--- config.mk ---
export PLATFORM = sky130hd
export DESIGN_NAME = gc_move_engine_flat
export DESIGN_NICKNAME = d
export VERILOG_FILES = /design/src/rtl/gc_move_engine_if.sv /design/src/rtl/gc_move_engine.sv /design/src/flat_wrapper.sv
export SDC_FILE = /design/constraint.sdc
export NUM_CORES = 1
export LEC_CHECK = 0
export ABC_CLOCK_PERIOD_IN_PS = 5100
export CAP_MARGIN = 20
export CORE_UTILIZATION = 45
export DETAILED_ROUTE_END_ITERATION = 10
export PLACE_DENSITY = 0.83
export SETUP_SLACK_MARGIN = 0.4
export SKIP_LAST_GASP = 1
export SLEW_MARGIN = 20
export SYNTH_ARGS = -nofsm -noshare
export SYNTH_HDL_FRONTEND = slang
export SYNTH_SLANG_ARGS = --single-unit
--- constraint.sdc ---
create_clock -name CLK -period 5.1 [get_ports CLK]
set_input_delay 0.765 -clock CLK [delete_from_list [all_inputs] [get_ports CLK]]
set_output_delay 0.765 -clock CLK [all_outputs]
set_load 0.01 [all_outputs]
--- src/rtl/gc_move_engine_if.sv ---
// Command and flash read/write bundle for the GC page-move engine.
// master: GC controller plus flash model; slave: the move engine.
interface gc_move_engine_if #(
  parameter int BLOCK_W = 10,
  parameter int PAGE_W  = 6,
  parameter int WORD_W  = 32,
  parameter int WIDX_W  = 4
);
  localparam int PAGE_NUM = 1 << PAGE_W;
  localparam int FADDR_W  = BLOCK_W + PAGE_W + WIDX_W;

  logic                mv_req;
  logic [BLOCK_W-1:0]  mv_src_block;
  logic [BLOCK_W-1:0]  mv_dst_block;
  logic [PAGE_NUM-1:0] mv_valid_map;
  logic                gc_abort;
  logic                mv_ack;
  logic                mv_busy;
  logic                mv_done;
  logic                mv_aborted;
  logic [PAGE_W:0]     mv_moved;

  logic                fl_rd_req;
  logic [FADDR_W-1:0]  fl_rd_addr;
  logic                fl_rd_valid;
  logic [WORD_W-1:0]   fl_rd_data;
  logic                fl_wr_req;
  logic [FADDR_W-1:0]  fl_wr_addr;
  logic [WORD_W-1:0]   fl_wr_data;
  logic                fl_wr_ack;

  modport master (
    output mv_req, mv_src_block, mv_dst_block, mv_valid_map, gc_abort,
    input  mv_ack, mv_busy, mv_done, mv_aborted, mv_moved,
    input  fl_rd_req, fl_rd_addr,
    output fl_rd_valid, fl_rd_data,
    input  fl_wr_req, fl_wr_addr, fl_wr_data,
    output fl_wr_ack
  );

  modport slave (
    input  mv_req, mv_src_block, mv_dst_block, mv_valid_map, gc_abort,
    output mv_ack, mv_busy, mv_done, mv_aborted, mv_moved,
    output fl_rd_req, fl_rd_addr,
    input  fl_rd_valid, fl_rd_data,
    output fl_wr_req, fl_wr_addr, fl_wr_data,
    input  fl_wr_ack
  );
endinterface

--- src/rtl/gc_move_engine.sv ---
// GC page-move responder: copies each valid page of a victim block into a
// free block word by word, packing destination pages contiguously from 0.
module gc_move_engine #(
  parameter int BLOCK_W = 10,
  parameter int PAGE_W  = 6,
  parameter int WORD_W  = 32,
  parameter int WIDX_W  = 4
) (
  input logic             CLK,
  input logic             RST,
  gc_move_engine_if.slave bus
);
  localparam int PAGE_NUM = 1 << PAGE_W;

  localparam logic [PAGE_W-1:0] PAGE_ONE  = 1;
  localparam logic [WIDX_W-1:0] WIDX_ONE  = 1;
  localparam logic [PAGE_W:0]   MOVED_ONE = 1;

  typedef enum logic [2:0] {
    S_IDLE,
    S_SCAN,
    S_RD,
    S_WR,
    S_DONE
  } state_t;

  state_t              state_q, state_d;
  logic [BLOCK_W-1:0]  src_q, src_d;
  logic [BLOCK_W-1:0]  dst_q, dst_d;
  logic [PAGE_NUM-1:0] map_q, map_d;
  logic [PAGE_W-1:0]   page_idx_q, page_idx_d;
  logic [WIDX_W-1:0]   word_idx_q, word_idx_d;
  logic [PAGE_W:0]     moved_q, moved_d;
  logic                abort_q, abort_d;
  logic [WORD_W-1:0]   buf_q, buf_d;
  logic                accept;

  wire last_page = &page_idx_q;
  wire last_word = &word_idx_q;

  always_ff @(posedge CLK or posedge RST) begin
    if (RST) begin
      state_q    <= S_IDLE;
      src_q      <= '0;
      dst_q      <= '0;
      map_q      <= '0;
      page_idx_q <= '0;
      word_idx_q <= '0;
      moved_q    <= '0;
      abort_q    <= 1'b0;
      buf_q      <= '0;
    end else begin
      state_q    <= state_d;
      src_q      <= src_d;
      dst_q      <= dst_d;
      map_q      <= map_d;
      page_idx_q <= page_idx_d;
      word_idx_q <= word_idx_d;
      moved_q    <= moved_d;
      abort_q    <= abort_d;
      buf_q      <= buf_d;
    end
  end

  always_comb begin
    state_d    = state_q;
    src_d      = src_q;
    dst_d      = dst_q;
    map_d      = map_q;
    page_idx_d = page_idx_q;
    word_idx_d = word_idx_q;
    moved_d    = moved_q;
    buf_d      = buf_q;
    accept     = 1'b0;
    // Abort is sticky for the rest of the command; it only stops at page boundaries.
    abort_d    = abort_q | ((state_q != S_IDLE) & bus.gc_abort);

    unique case (state_q)
      S_IDLE: begin
        if (bus.mv_req) begin
          accept     = 1'b1;
          src_d      = bus.mv_src_block;
          dst_d      = bus.mv_dst_block;
          map_d      = bus.mv_valid_map;
          page_idx_d = '0;
          word_idx_d = '0;
          moved_d    = '0;
          abort_d    = 1'b0;
          state_d    = S_SCAN;
        end
      end
      S_SCAN: begin
        if (abort_q) begin
          state_d = S_DONE;
        end else if (map_q[page_idx_q]) begin
          word_idx_d = '0;
          state_d    = S_RD;
        end else if (last_page) begin
          state_d = S_DONE;
        end else begin
          page_idx_d = page_idx_q + PAGE_ONE;
        end
      end
      S_RD: begin
        if (bus.fl_rd_valid) begin
          buf_d   = bus.fl_rd_data;
          state_d = S_WR;
        end
      end
      S_WR: begin
        if (bus.fl_wr_ack) begin
          if (!last_word) begin
            word_idx_d = word_idx_q + WIDX_ONE;
            state_d    = S_RD;
          end else begin
            moved_d = moved_q + MOVED_ONE;
            if (abort_q || last_page) begin
              state_d = S_DONE;
            end else begin
              page_idx_d = page_idx_q + PAGE_ONE;
              state_d    = S_SCAN;
            end
          end
        end
      end
      S_DONE: begin
        state_d = S_IDLE;
      end
      default: begin
        state_d = S_IDLE;
      end
    endcase
  end

  // Destination page equals the moved count: both restart at accept and step together.
  assign bus.mv_ack     = accept;
  assign bus.mv_busy    = (state_q != S_IDLE) | accept;
  assign bus.mv_done    = (state_q == S_DONE);
  assign bus.mv_aborted = (state_q == S_DONE) & abort_q;
  assign bus.mv_moved   = moved_q;

  assign bus.fl_rd_req  = (state_q == S_RD);
  assign bus.fl_rd_addr = {src_q, page_idx_q, word_idx_q};
  assign bus.fl_wr_req  = (state_q == S_WR);
  assign bus.fl_wr_addr = {dst_q, moved_q[PAGE_W-1:0], word_idx_q};
  assign bus.fl_wr_data = buf_q;
endmodule

--- src/flat_wrapper.sv ---
// flat-port wrapper written by rule: the top's interface ports become plain ports
module gc_move_engine_flat 
#(
  parameter int BLOCK_W = 10,
  parameter int PAGE_W  = 6,
  parameter int WORD_W  = 32,
  parameter int WIDX_W  = 4
)
  (CLK, RST, bus_mv_req, bus_mv_src_block, bus_mv_dst_block, bus_mv_valid_map, bus_gc_abort, bus_mv_ack, bus_mv_busy, bus_mv_done, bus_mv_aborted, bus_mv_moved, bus_fl_rd_req, bus_fl_rd_addr, bus_fl_rd_valid, bus_fl_rd_data, bus_fl_wr_req, bus_fl_wr_addr, bus_fl_wr_data, bus_fl_wr_ack);
  gc_move_engine_if #(.BLOCK_W(BLOCK_W), .PAGE_W(PAGE_W), .WORD_W(WORD_W), .WIDX_W(WIDX_W)) bus_i ();
  input logic CLK;
  input logic RST;
  input wire logic [$bits(bus_i.mv_req)-1:0] bus_mv_req;
  input wire logic [$bits(bus_i.mv_src_block)-1:0] bus_mv_src_block;
  input wire logic [$bits(bus_i.mv_dst_block)-1:0] bus_mv_dst_block;
  input wire logic [$bits(bus_i.mv_valid_map)-1:0] bus_mv_valid_map;
  input wire logic [$bits(bus_i.gc_abort)-1:0] bus_gc_abort;
  output wire logic [$bits(bus_i.mv_ack)-1:0] bus_mv_ack;
  output wire logic [$bits(bus_i.mv_busy)-1:0] bus_mv_busy;
  output wire logic [$bits(bus_i.mv_done)-1:0] bus_mv_done;
  output wire logic [$bits(bus_i.mv_aborted)-1:0] bus_mv_aborted;
  output wire logic [$bits(bus_i.mv_moved)-1:0] bus_mv_moved;
  output wire logic [$bits(bus_i.fl_rd_req)-1:0] bus_fl_rd_req;
  output wire logic [$bits(bus_i.fl_rd_addr)-1:0] bus_fl_rd_addr;
  input wire logic [$bits(bus_i.fl_rd_valid)-1:0] bus_fl_rd_valid;
  input wire logic [$bits(bus_i.fl_rd_data)-1:0] bus_fl_rd_data;
  output wire logic [$bits(bus_i.fl_wr_req)-1:0] bus_fl_wr_req;
  output wire logic [$bits(bus_i.fl_wr_addr)-1:0] bus_fl_wr_addr;
  output wire logic [$bits(bus_i.fl_wr_data)-1:0] bus_fl_wr_data;
  input wire logic [$bits(bus_i.fl_wr_ack)-1:0] bus_fl_wr_ack;
  assign bus_i.mv_req = bus_mv_req;
  assign bus_i.mv_src_block = bus_mv_src_block;
  assign bus_i.mv_dst_block = bus_mv_dst_block;
  assign bus_i.mv_valid_map = bus_mv_valid_map;
  assign bus_i.gc_abort = bus_gc_abort;
  assign bus_mv_ack = bus_i.mv_ack;
  assign bus_mv_busy = bus_i.mv_busy;
  assign bus_mv_done = bus_i.mv_done;
  assign bus_mv_aborted = bus_i.mv_aborted;
  assign bus_mv_moved = bus_i.mv_moved;
  assign bus_fl_rd_req = bus_i.fl_rd_req;
  assign bus_fl_rd_addr = bus_i.fl_rd_addr;
  assign bus_i.fl_rd_valid = bus_fl_rd_valid;
  assign bus_i.fl_rd_data = bus_fl_rd_data;
  assign bus_fl_wr_req = bus_i.fl_wr_req;
  assign bus_fl_wr_addr = bus_i.fl_wr_addr;
  assign bus_fl_wr_data = bus_i.fl_wr_data;
  assign bus_i.fl_wr_ack = bus_fl_wr_ack;
  gc_move_engine #(.BLOCK_W(BLOCK_W), .PAGE_W(PAGE_W), .WORD_W(WORD_W), .WIDX_W(WIDX_W)) u_core (.CLK(CLK), .RST(RST), .bus(bus_i));
endmodule
==> flow_metrics.env <==
export IMPL_drc=0
export IMPL_place_congestion=0.825
export IMPL_synth_top_family_by_area="simple AND/OR/NAND/NOR gates"
export IMPL_setup_tns_ps=0
export IMPL_diodes=0
export IMPL_area_delta_synth_final_pct=43.7
export IMPL_startpoint_type="register"
export IMPL_pwr_share_clk_pct=23.1
export IMPL_async_reset_ff_share_pct=100
export IMPL_peakVddDrop_mv=0.327
export IMPL_worstHoldPathCells=2
export IMPL_dpl_hpwl_um=10100
export IMPL_hold_buffers=0
export IMPL_tightest_slew_ps=935
export IMPL_drtPass1Iterations=4
export IMPL_synth_compound_area_share_pct=4.33
export IMPL_status="completed"
export IMPL_dieArea_sq_um=14200
export IMPL_worst_r2r_setup_slack_ps=2190
export IMPL_share_seq_of_total_power_pct=36.9
export IMPL_cp_cell_sequence="nor3_1, nand2_4, inv_2, clkdlybuf4s50_1"
export IMPL_crit_path_end_kind="primary output"
export IMPL_arrival_ps=2770
export IMPL_clockBufferDepth=2
export IMPL_synthMuxAreaShare_pct=13.7
export IMPL_hp_class="register to register"
export IMPL_cp_slowest_cell="nand2_4"
export IMPL_cts_root_buf="clkbuf_16"
export IMPL_finalCriticalPeriod_ps=3540
export IMPL_die_x_um=119
export IMPL_most_common_layout_cells="279 x nand2_1, 206 x clkdlybuf4s50_1, 137 x dfrtp_1, 35 x mux2_2, 17 x clkbuf_16"
export IMPL_critPathKind="register to primary output"
export IMPL_dieHeight_um=119
export IMPL_synthAdderAreaFrac_pct=0.607
export IMPL_antenna_found_initial=0
export IMPL_fp_row_count=42
export IMPL_ys_seq_area_share_pct=55.4
export IMPL_maxCapViolations=0
export IMPL_crit_family="simple AND/OR/NAND/NOR gates"
export IMPL_netlist_area_sq_um=6190
export IMPL_grt_max_degree=113
export IMPL_post_cts_resize_count=0
export IMPL_port_buffers=206
export IMPL_path_clk_slew_ps=50
export IMPL_final_setup_viol_count=0
export IMPL_num_vias=5033
export IMPL_layout_commonest_cell="nand2_1"
export IMPL_fin_cells=996
export IMPL_fin_skew_ps=9.04
export IMPL_reg2reg_depth=6
export IMPL_slew_viol_final=0
export IMPL_synth_top_area_share_pct=55.4
export IMPL_power_density_nw_per_um2=582
export IMPL_post_cts_buffers=0
export IMPL_postLayoutCoreUtil_pct=66.6
export IMPL_grt_pass1_wl_um=25600
export IMPL_synth_distinct_cells=46
export IMPL_grt_pass1_vias=5198
export IMPL_synth_area_leaders="dfrtp_1 55%, nand2_1 17%, mux2_2 6.4%"
export IMPL_finalHoldViolations=0
export IMPL_drive_above_1_share_pct=11.1
export IMPL_cp_data_required_time_ps=4340
export IMPL_p_leak_nw=4.08
export IMPL_routed_wl_um=15100
export IMPL_fmax_mhz=283
export IMPL_start_util_pct=46.3
export IMPL_ys_seq_elements=137
export IMPL_ys_flop_type="dfrtp_1"
export IMPL_vias_per_cell=5.05
export IMPL_grt_use_total_pct=23.1
export IMPL_hold_worst_slack_ps=470
export IMPL_clk_latency_ps=410
export IMPL_htree_levels=4
export IMPL_pwr_share_comb_pct=40.0
export IMPL_crit_path_max_incr_delay_ps=560
export IMPL_syn_num_nets=746
export IMPL_antenna_left=0
export IMPL_worstSetupPathDepth=4
export IMPL_overflow=0
export IMPL_tritoncts="built"
export IMPL_wire_per_inst_um=15.2
export IMPL_drtIter0Drc=369
export IMPL_synth_xor_area_share_pct=0.425
export IMPL_slew_headroom_pct=37.7
export IMPL_critical_path_buf_inv_count=2
export IMPL_core_area_sq_um=13300
export IMPL_cp_max_fo=88
export IMPL_cts_buffers=17
export IMPL_power_switching_w=0.00173
export IMPL_p_int_w=0.00344
export IMPL_synth_warnings=0
export IMPL_post_route_period_util_pct=69.4
export IMPL_io_pin_count=207
export IMPL_rsz0062_at_grt="no"
export IMPL_synthCells=621
export IMPL_dp_cells=966
export IMPL_swShare_pct=33.5
export IMPL_synth_area_leader_cell="dfrtp_1"
export IMPL_yosys_area_share_simple_pct=21.4
export IMPL_nets=934
export IMPL_postSynthAreaPerCell_sq_um=9.96
export IMPL_cts_sinks=137
export IMPL_nFillCells=1071
export IMPL_synth_edf_count=0
-- area by class of cell --
cell class	count	area [sq um]	area share (%)
clock buffers	21	480	5.41
clock inverters	9	97.6	1.10
inverters	13	56.3	0.634
multi-input cells	430	2510	28.3
flip-flops and latches	137	3430	38.6
well taps	176	220	2.48
repair buffers	210	2090	23.5
-- Yosys cell counts (5+ instances only) --
master    instances
nor2_1           15
a31oi_1           5
dfrtp_1         137
clkbuf_1         22
buf_4            10
nand3_1           7
mux2i_1           8
o21ai_0          10
inv_1            13
mux2_2           35
mux4_2           12
a21oi_1           5
nand2_1         280
-- power groups by stage --
stage,clock [W],sequential [W],combinational [W]
after floorplan,0,0.00191,0.00119
after global placement,0,0.00189,0.00203
after detailed placement,0,0.00191,0.00209
after CTS,0.00122,0.00191,0.00210
after global routing,0.00127,0.00198,0.00229
final,0.00120,0.00191,0.00207
-- worst reg2reg max path, cell delays in order, from the launching register on --
cell and delay (ps):
dfrtp_1 540, nor3_1 500, nand2_4 560, inv_2 210, buf_4 700, nand2_1 230, nand2_1 110
-- stage by stage --
stage	area, sq um	total power [W]	setup WS [ps]
final	8890	0.00517	1560
after global routing	8890	0.00554	1330
after CTS	8880	0.00523	1490
after detailed placement	8310	0.00400	1670
after global placement	8310	0.00392	1700
after floorplan	6190	0.00310	667
-- state kept, by name (all words and copies together), names as in the netlist --
name and flops:
u_core.page_idx_q 6, u_core.bus.mv_moved 7, u_core.bus.fl_wr_data 32, u_core.dst_q 10, u_core.word_idx_q 4, u_core.src_q 10
u_core.abort_q 1, u_core.map_q 64, u_core.state_q 3
-- final timing paths --
| kind | to | from |
|---|---|---|
| worst min-delay path | u_core.map_q[7] | u_core.map_q[7] |
| worst min register to register | u_core.map_q[7] | u_core.map_q[7] |
| max in group asynchronous | u_core.bus.mv_moved[6] | RST |
| worst max-delay path | bus_mv_ack | u_core.state_q[1] |
| worst max register to register | u_core.map_q[44] | u_core.state_q[1] |
| min in group asynchronous | u_core.bus.fl_wr_data[1] | RST |
-- cell families after synthesis --
family	after synthesis
and+or+nand+nor	329
DFF	137
muxes	59
buffers and inverters	54
AOI/OAI and AO/OA	36
xor gates and xnor gates	3
adders and majority gates	3
-- routing by layer --
metal / up-vias / GRT usage, % / wire (um)
met5: - / 0 / 0
met4: 0 / 7.52 / 199
met3: 14 / 6.42 / 985
met2: 190 / 39.1 / 7600
met1: 2441 / 28.6 / 6310
li1: 2388 / - / -
No activity file was read; power rests on OpenSTA's default activity.
